==> config.mk <==
export PLATFORM = sky130hd
export DESIGN_NAME = apb_req_arbiter_flat
export DESIGN_NICKNAME = d
export VERILOG_FILES = /design/src/rtl/apb_req_arbiter_if.sv /design/src/rtl/apb_req_arbiter.sv /design/src/flat_wrapper.sv
export SDC_FILE = /design/constraint.sdc
export NUM_CORES = 1
export LEC_CHECK = 0
export ABC_CLOCK_PERIOD_IN_PS = 2800
export BUFFER_PORTS_ARGS = -buffer_cell sky130_fd_sc_hd__buf_2
export CAP_MARGIN = 30
export CORE_AREA = 2 2 116 118
export DETAILED_ROUTE_END_ITERATION = 8
export DIE_AREA = 0 0 118 120
export GPL_TIMING_DRIVEN = 0
export MAX_ROUTING_LAYER = met4
export PLACE_DENSITY = 0.75
export SLEW_MARGIN = 30
export SYNTH_ARGS = -nofsm -noshare
export SYNTH_HDL_FRONTEND = slang
export SYNTH_SLANG_ARGS = --single-unit
==> constraint.sdc <==
create_clock -name CLK -period 2.8 [get_ports CLK]
set_input_delay 0.28 -clock CLK [delete_from_list [all_inputs] [get_ports CLK]]
set_output_delay 0.28 -clock CLK [all_outputs]
set_load 0.005 [all_outputs]
==> src/rtl/apb_req_arbiter_if.sv <==
// APB4 master-side bus bundle for the two-port request arbiter.
// The master drives the request phases; the slave returns ready/data/error.
interface apb_req_arbiter_if #(
    parameter int DATA_WIDTH   = 32,
    parameter int ADDR_WIDTH   = 32,
    parameter int STROBE_WIDTH = 4,
    parameter int SLAVES_NUM   = 2
);
    logic [SLAVES_NUM-1:0]   PSEL;
    logic                    PENABLE;
    logic                    PWRITE;
    logic [ADDR_WIDTH-1:0]   PADDR;
    logic [DATA_WIDTH-1:0]   PWDATA;
    logic [STROBE_WIDTH-1:0] PSTRB;
    logic [2:0]              PPROT;
    logic                    PREADY;
    logic                    PSLVERR;
    logic [DATA_WIDTH-1:0]   PRDATA;

    modport master (
        output PSEL, PENABLE, PWRITE, PADDR, PWDATA, PSTRB, PPROT,
        input  PREADY, PSLVERR, PRDATA
    );

    modport slave (
        input  PSEL, PENABLE, PWRITE, PADDR, PWDATA, PSTRB, PPROT,
        output PREADY, PSLVERR, PRDATA
    );
endinterface

==> src/rtl/apb_req_arbiter.sv <==
// Round-robin two-requester arbiter driving APB4 SETUP/ACCESS phases,
// with invalid-select rejection and an ACCESS-phase timeout.
module apb_req_arbiter #(
    parameter int DATA_WIDTH     = 32,
    parameter int ADDR_WIDTH     = 32,
    parameter int STROBE_WIDTH   = 4,
    parameter int SLAVES_NUM     = 2,
    parameter int TIMEOUT_CYCLES = 16
) (
    input  logic                      CLK,
    input  logic                      RST,
    input  logic [1:0]                req_valid,
    input  logic [2*ADDR_WIDTH-1:0]   req_addr,
    input  logic [2*DATA_WIDTH-1:0]   req_wdata,
    input  logic [1:0]                req_write,
    input  logic [2*STROBE_WIDTH-1:0] req_strb,
    input  logic [5:0]                req_prot,
    input  logic [2*SLAVES_NUM-1:0]   req_sel,
    output logic [1:0]                req_done,
    output logic [DATA_WIDTH-1:0]     rsp_rdata,
    output logic                      rsp_err,
    apb_req_arbiter_if.master         apb
);

    localparam int CW = $clog2(TIMEOUT_CYCLES + 1);

    typedef enum logic [1:0] {IDLE, SETUP, ACCESS, DONE} state_t;

    state_t                  state_q, state_d;
    logic                    last_q, last_d;
    logic                    owner_q, owner_d;
    logic [SLAVES_NUM-1:0]   psel_q, psel_d;
    logic                    penable_q, penable_d;
    logic                    pwrite_q, pwrite_d;
    logic [ADDR_WIDTH-1:0]   paddr_q, paddr_d;
    logic [DATA_WIDTH-1:0]   pwdata_q, pwdata_d;
    logic [STROBE_WIDTH-1:0] pstrb_q, pstrb_d;
    logic [2:0]              pprot_q, pprot_d;
    logic [1:0]              done_q, done_d;
    logic [DATA_WIDTH-1:0]   rdata_q, rdata_d;
    logic                    err_q, err_d;
    logic [CW-1:0]           tcnt_q, tcnt_d;

    logic                    gnt;
    logic                    sel_ok;
    logic [SLAVES_NUM-1:0]   g_sel;
    logic [ADDR_WIDTH-1:0]   g_addr;
    logic [DATA_WIDTH-1:0]   g_wdata;
    logic                    g_write;
    logic [STROBE_WIDTH-1:0] g_strb;
    logic [2:0]              g_prot;

    // Contention goes to the requester not granted last.
    always_comb begin
        gnt     = (&req_valid) ? ~last_q : req_valid[1];
        g_sel   = gnt ? req_sel[2*SLAVES_NUM-1:SLAVES_NUM]
                      : req_sel[SLAVES_NUM-1:0];
        g_addr  = gnt ? req_addr[2*ADDR_WIDTH-1:ADDR_WIDTH]
                      : req_addr[ADDR_WIDTH-1:0];
        g_wdata = gnt ? req_wdata[2*DATA_WIDTH-1:DATA_WIDTH]
                      : req_wdata[DATA_WIDTH-1:0];
        g_strb  = gnt ? req_strb[2*STROBE_WIDTH-1:STROBE_WIDTH]
                      : req_strb[STROBE_WIDTH-1:0];
        g_prot  = gnt ? req_prot[5:3] : req_prot[2:0];
        g_write = gnt ? req_write[1] : req_write[0];
        sel_ok  = (g_sel != '0) &&
                  ((g_sel & (g_sel - SLAVES_NUM'(1))) == '0);
    end

    always_comb begin
        state_d   = state_q;
        last_d    = last_q;
        owner_d   = owner_q;
        psel_d    = psel_q;
        penable_d = penable_q;
        pwrite_d  = pwrite_q;
        paddr_d   = paddr_q;
        pwdata_d  = pwdata_q;
        pstrb_d   = pstrb_q;
        pprot_d   = pprot_q;
        done_d    = '0;
        rdata_d   = rdata_q;
        err_d     = err_q;
        tcnt_d    = tcnt_q;
        unique case (state_q)
            IDLE: begin
                if (|req_valid) begin
                    last_d  = gnt;
                    owner_d = gnt;
                    if (sel_ok) begin
                        state_d  = SETUP;
                        psel_d   = g_sel;
                        paddr_d  = g_addr;
                        pwdata_d = g_wdata;
                        pwrite_d = g_write;
                        pstrb_d  = g_write ? g_strb : '0;
                        pprot_d  = g_prot;
                    end else begin
                        state_d = DONE;
                        done_d  = gnt ? 2'b10 : 2'b01;
                        rdata_d = '0;
                        err_d   = 1'b1;
                    end
                end
            end
            SETUP: begin
                state_d   = ACCESS;
                penable_d = 1'b1;
                tcnt_d    = '0;
            end
            ACCESS: begin
                tcnt_d = tcnt_q + CW'(1);
                // A ready in the last allowed cycle still completes normally.
                if (apb.PREADY) begin
                    state_d   = DONE;
                    psel_d    = '0;
                    penable_d = 1'b0;
                    done_d    = owner_q ? 2'b10 : 2'b01;
                    err_d     = apb.PSLVERR;
                    rdata_d   = pwrite_q ? '0 : apb.PRDATA;
                end else if (tcnt_q == CW'(TIMEOUT_CYCLES - 1)) begin
                    state_d   = DONE;
                    psel_d    = '0;
                    penable_d = 1'b0;
                    done_d    = owner_q ? 2'b10 : 2'b01;
                    err_d     = 1'b1;
                    rdata_d   = '0;
                end
            end
            DONE: begin
                state_d = IDLE;
            end
            default: begin
                state_d = IDLE;
            end
        endcase
    end

    always_ff @(posedge CLK or negedge RST) begin
        if (!RST) begin
            state_q   <= IDLE;
            last_q    <= 1'b1;
            owner_q   <= 1'b0;
            psel_q    <= '0;
            penable_q <= 1'b0;
            pwrite_q  <= 1'b0;
            paddr_q   <= '0;
            pwdata_q  <= '0;
            pstrb_q   <= '0;
            pprot_q   <= '0;
            done_q    <= '0;
            rdata_q   <= '0;
            err_q     <= 1'b0;
            tcnt_q    <= '0;
        end else begin
            state_q   <= state_d;
            last_q    <= last_d;
            owner_q   <= owner_d;
            psel_q    <= psel_d;
            penable_q <= penable_d;
            pwrite_q  <= pwrite_d;
            paddr_q   <= paddr_d;
            pwdata_q  <= pwdata_d;
            pstrb_q   <= pstrb_d;
            pprot_q   <= pprot_d;
            done_q    <= done_d;
            rdata_q   <= rdata_d;
            err_q     <= err_d;
            tcnt_q    <= tcnt_d;
        end
    end

    assign apb.PSEL    = psel_q;
    assign apb.PENABLE = penable_q;
    assign apb.PWRITE  = pwrite_q;
    assign apb.PADDR   = paddr_q;
    assign apb.PWDATA  = pwdata_q;
    assign apb.PSTRB   = pstrb_q;
    assign apb.PPROT   = pprot_q;
    assign req_done    = done_q;
    assign rsp_rdata   = rdata_q;
    assign rsp_err     = err_q;

endmodule

==> src/flat_wrapper.sv <==
// flat-port wrapper written by rule: the top's interface ports become plain ports
module apb_req_arbiter_flat 
#(
    parameter int DATA_WIDTH     = 32,
    parameter int ADDR_WIDTH     = 32,
    parameter int STROBE_WIDTH   = 4,
    parameter int SLAVES_NUM     = 2,
    parameter int TIMEOUT_CYCLES = 16
)
  (CLK, RST, req_valid, req_addr, req_wdata, req_write, req_strb, req_prot, req_sel, req_done, rsp_rdata, rsp_err, apb_PSEL, apb_PENABLE, apb_PWRITE, apb_PADDR, apb_PWDATA, apb_PSTRB, apb_PPROT, apb_PREADY, apb_PSLVERR, apb_PRDATA);
  apb_req_arbiter_if #(.DATA_WIDTH(DATA_WIDTH), .ADDR_WIDTH(ADDR_WIDTH), .STROBE_WIDTH(STROBE_WIDTH), .SLAVES_NUM(SLAVES_NUM)) apb_i ();
  input  logic CLK;
  input  logic RST;
  input  logic [1:0] req_valid;
  input  logic [2*ADDR_WIDTH-1:0] req_addr;
  input  logic [2*DATA_WIDTH-1:0] req_wdata;
  input  logic [1:0] req_write;
  input  logic [2*STROBE_WIDTH-1:0] req_strb;
  input  logic [5:0] req_prot;
  input  logic [2*SLAVES_NUM-1:0] req_sel;
  output logic [1:0] req_done;
  output logic [DATA_WIDTH-1:0] rsp_rdata;
  output logic rsp_err;
  output wire logic [$bits(apb_i.PSEL)-1:0] apb_PSEL;
  output wire logic [$bits(apb_i.PENABLE)-1:0] apb_PENABLE;
  output wire logic [$bits(apb_i.PWRITE)-1:0] apb_PWRITE;
  output wire logic [$bits(apb_i.PADDR)-1:0] apb_PADDR;
  output wire logic [$bits(apb_i.PWDATA)-1:0] apb_PWDATA;
  output wire logic [$bits(apb_i.PSTRB)-1:0] apb_PSTRB;
  output wire logic [$bits(apb_i.PPROT)-1:0] apb_PPROT;
  input wire logic [$bits(apb_i.PREADY)-1:0] apb_PREADY;
  input wire logic [$bits(apb_i.PSLVERR)-1:0] apb_PSLVERR;
  input wire logic [$bits(apb_i.PRDATA)-1:0] apb_PRDATA;
  assign apb_PSEL = apb_i.PSEL;
  assign apb_PENABLE = apb_i.PENABLE;
  assign apb_PWRITE = apb_i.PWRITE;
  assign apb_PADDR = apb_i.PADDR;
  assign apb_PWDATA = apb_i.PWDATA;
  assign apb_PSTRB = apb_i.PSTRB;
  assign apb_PPROT = apb_i.PPROT;
  assign apb_i.PREADY = apb_PREADY;
  assign apb_i.PSLVERR = apb_PSLVERR;
  assign apb_i.PRDATA = apb_PRDATA;
  apb_req_arbiter #(.DATA_WIDTH(DATA_WIDTH), .ADDR_WIDTH(ADDR_WIDTH), .STROBE_WIDTH(STROBE_WIDTH), .SLAVES_NUM(SLAVES_NUM), .TIMEOUT_CYCLES(TIMEOUT_CYCLES)) u_core (.CLK(CLK), .RST(RST), .req_valid(req_valid), .req_addr(req_addr), .req_wdata(req_wdata), .req_write(req_write), .req_strb(req_strb), .req_prot(req_prot), .req_sel(req_sel), .req_done(req_done), .rsp_rdata(rsp_rdata), .rsp_err(rsp_err), .apb(apb_i));
endmodule
==> results of run 1 <==
worst max path at each step:
stage                     start                    to  slack, ps
5_1_grt        u_core.tcnt_q[0]   u_core.rsp_rdata[9]        300
3_3_place_gp                RST  u_core.apb.PADDR[11]        -20
2_1_floorplan  u_core.tcnt_q[0]        u_core.rsp_err        630
6_report       u_core.tcnt_q[0]   u_core.rsp_rdata[2]        430
4_1_cts        u_core.tcnt_q[0]   u_core.rsp_rdata[2]        410
3_5_place_dp   u_core.tcnt_q[0]   u_core.rsp_rdata[2]        430
cells in the final DEF (no fill, tap or decap), types with 2 or more instances in the layout:
master,instances
nor2_1,3
clkbuf_16,17
nand3_1,3
dfrtp_1,118
ha_1,4
bufinv_16,3
mux2i_1,74
nor3b_1,2
a22o_1,33
clkinv_2,4
clkbuf_1,32
buf_2,305
nand2_1,10
inv_1,9
clkbuf_8,5
nand3b_1,2
and3b_1,2
o31ai_1,4
o22ai_1,2
or3b_2,2
xor2_1,2
a21o_1,2
o21ai_0,151
per-layer routing:
metal / global-route usage [%] / wire length, µm / share of wire [%] / vias up
met5: - / 0 / 0 / -
met4: 8.057 / 169 / 1.0 / 0
met3: 5.608 / 969 / 6.0 / 16
met2: 40.15 / 8154 / 50 / 217
met1: 28.92 / 6981 / 43 / 2415
li1: - / - / - / 2387
cell families (layout without fill, tap and decap cells):
logic type | Yosys count | after routing | share of synthesized area [%]
XOR/XNOR | 2 | 2 | 0.3285
AO/OA/AOI/OAI | 200 | 200 | 21.84
buffers and inverters | 51 | 380 | 3.918
flip-flops | 119 | 119 | 55.87
multiplexers | 76 | 76 | 14.36
AND/OR/NAND/NOR | 27 | 27 | 2.745
adder cells (fa/ha/maj) | 4 | 4 | 0.9386
worst max-delay path, cell delays in order (launching register included):
cell and delay, ps:
dfrtp_1 400, ha_1 240, and3_1 190, ha_1 220
or3b_2 480, o211a_1 180, o21ai_2 130, buf_2 280
a22o_1 190
registers in the layout, summed over array words and instances (netlist names):
name / cells
u_core.req_done: 2
u_core.tcnt_q: 5
u_core.apb.PPROT: 3
u_core.last_q: 1
u_core.apb.PENABLE: 1
u_core.owner_q: 1
u_core.rsp_rdata: 32
u_core.apb.PSTRB: 4
u_core.apb.PADDR: 32
u_core.rsp_err: 1
u_core.apb.PWRITE: 1
u_core.state_q: 2
u_core.apb.PWDATA: 32
u_core.apb.PSEL: 2
stage by stage:
step	instances	worst slack [ps]	area [µm²]	util, %
CTS	984	407.0	7696	59.29
global placement	950	-20.70	7029	54.15
global route	984	296.3	7696	59.29
floorplan	479	627.5	5333	-
detailed placement	951	425.2	7067	54.44
finish	984	430.7	7696	59.29
final cells by class:
type                       count  area share (%)
sequential                   119           38.71
multi-input combinational    309           27.87
timing repair buffer         297           19.80
clock buffer                  24           6.519
tap                          176           2.861
buffer                        42           2.276
clock inverter                 8           1.528
inverter                       9          0.4390
report_power, final:
group          total, µW  switching [µW]  internal [µW]
Combinational       2740            1550           1180
Clock               2260             745           1510
Sequential          2710             312           2390
==> run metrics, run 1 <==
final hold vios=0; Post-Syn Area per Cell=11.13 µm²; Storage cell area=0.002979 mm²; drt initial violations=289; # clock sinks=~120; Post-synth EDFFs=0; Antenna Violating Nets Remaining=0; CP max FO=10; Worst-Margin Slew=between 900 and 1000 ps; Mapped Cells=479; Yosys warnings=0; row cnt=42; placer congestion estimate=0.7720; TNS Setup=0 ps; drt drc=0; die footprint=around 0.014 mm²; Hold Startpoint=apb_PRDATA[25]; period utilization=84.62%; # setup viols final=0; CTS resizes=0; clk_skew=8.772 ps; Core Area=0.01298 mm²; status=completed; First-pass DRT Iterations=4; synth-to-layout area growth=44.32%; all-layer global routing usage=approximately a quarter; Peak Freq=422.1 MHz; setup bufs post-CTS=0; # IOs=296; vias per cell=5.117; die width=roughly 120 µm; Critical Path Start Type=flip-flop; # fillers=about 1,200; Hold Path Sink=u_core.rsp_rdata[25]; Critical R2R Launch=u_core.tcnt_q[0]; synthesized area=roughly 0.0053 mm²; ys flop type=dfrtp_1; R2R cell count=8; post-synthesis sequential area ratio=55.87%; Overflow after GRT=0; TritonCTS clock tree=done; Worst slew margin=approximately 35%; Setup Crit Path Kind=reg2reg; cell type with the largest total area after synthesis=dfrtp_1; leakage power=0.004002 µW; first-pass GRT wire length=25.55 mm; initial antenna violation count=0; Critical Path End Type=flip-flop; R2R Path End=u_core.rsp_rdata[2]; Hold WS=a little under 90 ps; WHS Path Cells=2; share of the synthesized area in the top cell type=between 50% and 60%; post-synthesis net count=669; synth unique cells=34; Initial Util=around two fifths; largest net degree at the start of global routing=74; Hold/Removal Path Class=in2reg; nets=985; Tmin final=2369 ps; worst path arrival time=about 2700 ps; Slew Limit Fails=0; share of flip-flops with an asynchronous set or reset=100.0%; CTS Buf Count=17; Yosys reg bits=119; Routed WL=16.27 mm; mean routed wirelength per cell=16.54 µm; most common library cells after synthesis=151 x o21ai_0, 118 x dfrtp_1, 74 x mux2i_1; synth top area cells=dfrtp_1 55%, o21ai_0 14%, mux2i_1 14%; H-Tree Depth=4; required time of the critical path=3140 ps; post-detail-place hpwl=around 12 mm; n_diodes=0; cts hold-fix bufs=1; clock root buffer=clkbuf_16; DIE HEIGHT=120 µm; total number of vias=5,035; share of layout cells above drive strength 1=between 40% and 50%; multi-input combinational cell area=roughly 0.0021 mm²; buffers from clock root to sink, at most=2; RSZ-0062 raised after global routing=false; PortBufs=295; R2R Setup Slk=430 ps; most frequent cell after synthesis=o21ai_0; overall power=7700 µW; worst skew pair latency=just over 400 ps; MaxCap Viol Count=0; Reg clk slew, reported paths=50 ps; peak supply drop=about 0.00039 V; vias in the first global route=4,969; pwr/cell area=around 1000 mW/mm²
Note: power is estimated with default switching activity, not from simulation.
==> run 2: changes to the inputs <==
ABC_AREA = 1   (was default)
ABC_CLOCK_PERIOD_IN_PS = 2400   (was 2800)
CORE_AREA = 2 2 115 117   (was 2 2 116 118)
DIE_AREA = 0 0 117 119   (was 0 0 118 120)
PLACE_DENSITY = 0.8   (was 0.75)
clock period = 2.4 ns   (was 2.8 ns; I/O delays follow)
==> run 2 against run 1 <==
Synthesized cell count is 34% higher; clock power rose by 16%; count of clock-buffer cells in the layout is 1 lower; wire length up 2.2%; via count is 11% higher; sequential power increased by 22%; critical endpoint is now u_core.rsp_rdata[4].
==> run metrics, run 2 <==
R2R cell count=12 (was 8); leakage power=0.004772 µW (was 0.004002 µW); crit-path cells=ha_1 > inv_1 > nor3_1 > ha_1 > nor2_1 > nand2_1 > nand2_1 > nor2_1 > buf_2 > buf_2 > nand3_1 > nand2_1 (was ha_1 > and3_1 > ha_1 > or3b_2 > o211a_1 > o21ai_2 > buf_2 > a22o_1); Mapped Cells=643 (was 479); Critical Path End Type=flip-flop (unchanged); clock root buffer=clkbuf_16 (unchanged); PortBufs=295 (unchanged); CTS Buf Count=17 (unchanged); Reg clk slew, reported paths=50 ps (about the same); RSZ-0062 raised after global routing=false (unchanged); ys flop type=dfrtp_1 (unchanged); largest net degree at the start of global routing=69 (was 74); Yosys warnings=0 (unchanged); CTS resizes=0 (unchanged); pwr/cell area=1160 mW/mm² (was 1000 mW/mm²); Finished Cell Area=0.008061 mm² (was 0.007696 mm²); Worst slew margin=66.10% (was 34.59%); post-synthesis sequential area ratio=52.34% (was 55.87%); # setup viols final=0 (unchanged); mean routed wirelength per cell=14.44 µm (was 16.54 µm); die width=117 µm (was 118 µm); First-pass DRT Iterations=4 (unchanged); Setup Crit Path Kind=reg2reg (unchanged); setup bufs post-CTS=0 (unchanged); Initial Util=44.21% (was 41.08%); Critical Path Start Type=flip-flop (unchanged); Overflow after GRT=0 (unchanged); synth top area cells=dfrtp_1 52%, nand2_1 12%, mux2i_1 12% (was dfrtp_1 55%, o21ai_0 14%, mux2i_1 14%); peak supply drop=0.0004890 V (was 0.0003934 V); drt drc=0 (unchanged); Post-synth EDFFs=0 (unchanged); TritonCTS clock tree=done (unchanged); CP top delay family=simple AND/OR/NAND/NOR gates (unchanged); Worst-Margin Slew=508.4 ps (was 981.1 ps); nets=1,149 (was 985); CP max-delay cell=dfrtp_1 (was or3b_2); H-Tree Depth=4 (unchanged); all-layer global routing usage=24.77% (was 24.06%); most frequent cell after synthesis=nand2_1 (was o21ai_0); max incr delay on CP=380 ps (was 480 ps); worst path arrival time=2410 ps (was 2710 ps); placer congestion estimate=0.8284 (was 0.7720); Slew Limit Fails=0 (unchanged); commonest non-fill, non-tap cell in the layout=buf_2 (unchanged); CP max FO=10 (unchanged); Routed WL=16.63 mm (was 16.27 mm); clk_skew=5.947 ps (was 8.772 ps); DIE HEIGHT=119 µm (was 120 µm); post-synthesis net count=833 (was 669); WHS Path Cells=3 (was 2); Peak Freq=482.1 MHz (was 422.1 MHz); most frequent cells in the layout=309 x buf_2, 180 x nand2_1, 118 x dfrtp_1 (was 305 x buf_2, 151 x o21ai_0, 118 x dfrtp_1); share of flip-flops with an asynchronous set or reset=100.0% (unchanged); required time of the critical path=2740 ps (was 3140 ps); Hold/Removal Path Class=in2reg (unchanged); synthesized area=0.005692 mm² (was 0.005333 mm²); die footprint=0.01392 mm² (was 0.01416 mm²); row cnt=42 (unchanged); TNS Setup=0 ps (unchanged); Core Area=0.01287 mm² (was 0.01298 mm²); final hold vios=0 (unchanged); worst skew pair latency=410 ps (about the same); synth-to-layout area growth=41.64% (was 44.32%); total number of vias=5,569 (was 5,035); most common library cells after synthesis=180 x nand2_1, 118 x dfrtp_1, 73 x o21ai_0 (was 151 x o21ai_0, 118 x dfrtp_1, 74 x mux2i_1); share of layout cells above drive strength 1=36.42% (was 42.57%); Post-Syn Area per Cell=8.852 µm² (was 11.13 µm²); Tmin final=2074 ps (was 2369 ps); vias in the first global route=5,313 (was 4,969); WP depth=12 (was 8); share of the synthesized area in the top cell type=51.88% (was 55.37%); Antenna Violating Nets Remaining=0 (unchanged); vias per cell=4.834 (was 5.117); post-detail-place hpwl=12.70 mm (was 12.25 mm); synth unique cells=25 (was 34); cell type with the largest total area after synthesis=dfrtp_1 (unchanged); period utilization=86.43% (was 84.62%); Top cell by count, worst path=nand2_1 (was ha_1); # clock sinks=119 (unchanged); MaxCap Viol Count=0 (unchanged); Yosys reg bits=119 (unchanged); initial antenna violation count=4 (was 0); status=completed (unchanged); buffers from clock root to sink, at most=2 (unchanged); # IOs=296 (unchanged); WP buf/inv=3 (was 1); Hold WS=132.0 ps (was 88.85 ps); placed inst area=0.007426 mm² (was 0.007067 mm²); drt initial violations=316 (was 289); first-pass GRT wire length=25.72 mm (was 25.55 mm)
run 2: cell count changes after synthesis, sizes merged, moves of 3 or more:
cell    previous run  this run
o31ai              4         0
mux2i             75        67
clkbuf            30        12
nor3               1         4
o21ai            152        75
a21oi              1         4
nand2             10       182
nor2               3        41
a22o              33         0
nand3              3        48
buf               12        28
inv                9        49
run 2: metal layers:
layer | track usage [%] | up-vias | wire, µm
met2 | 40.21 | 201 | 8259
met1 | 28.09 | 2591 | 6707
li1 | - | 2734 | -
met5 | - | - | 0
met4 | 12.06 | 0 | 558
met3 | 6.768 | 43 | 1104
run 2: where the power goes:
part | internal [µW] | switching (µW) | total (µW)
Sequential | 2870 | 429 | 3300
Clock | 1780 | 844 | 2630
Combinational | 1430 | 1990 | 3420
run 2: repair_timing:
item / CTS / global route
endpoints found under the setup margin: 0 / 0
hold buffers: 1 / 0
endpoints found under the hold margin: 51 / 0
run 2: metrics by stage:
| step | std cells | utilization [%] | total power [µW] | worst slack (ps) |
|---|---|---|---|---|
| finish | 1152 | 62.61 | 9347 | 325.7 |
| global route | 1152 | 62.61 | 10060 | 149.5 |
| CTS | 1148 | 62.54 | 9418 | 308.1 |
| detailed placement | 1115 | 57.68 | 6754 | 325.7 |
| global placement | 1114 | 57.39 | 6631 | -378.2 |
| floorplan | 643 | - | 5160 | 663.5 |
run 2: worst reg2reg max path, cell delays in order (launching register included):
cell	delay (ps)
dfrtp_1	380
ha_1	190
inv_1	60
nor3_1	170
ha_1	200
nor2_1	50
nand2_1	50
nand2_1	100
nor2_1	120
buf_2	220
buf_2	270
nand3_1	110
nand2_1	90
run 2: final cells by class:
cell class                 count  area (µm²)
clock inverter                 9       147.6
timing repair buffer         297        1524
clock buffer                  23       467.9
tap                          176       220.2
inverter                      49       183.9
antenna                        4       10.01
sequential                   119        2979
multi-input combinational    435        2291
fill                        1127        4813
buffer                        40       237.7
run 2: final timing paths:
path | end | from | slack [ps]
min in group asynchronous | u_core.apb.PADDR[8] | RST | 330
max in group asynchronous | u_core.last_q | RST | 1360
worst min register to register | u_core.rsp_rdata[25] | u_core.rsp_rdata[25] | 460
worst min-delay path | u_core.apb.PADDR[28] | req_addr[60] | 130
worst max register to register | u_core.rsp_rdata[4] | u_core.tcnt_q[0] | 330
worst max-delay path | u_core.rsp_rdata[4] | u_core.tcnt_q[0] | 330
run 2: kinds of logic after synthesis:
group / Yosys count / share of synthesized area, %
compound gates: 85 / 7.628
fa+ha+maj: 4 / 0.8793
buf+inv: 89 / 7.408
flops: 119 / 52.34
mux: 67 / 11.78
simple gates: 279 / 19.96
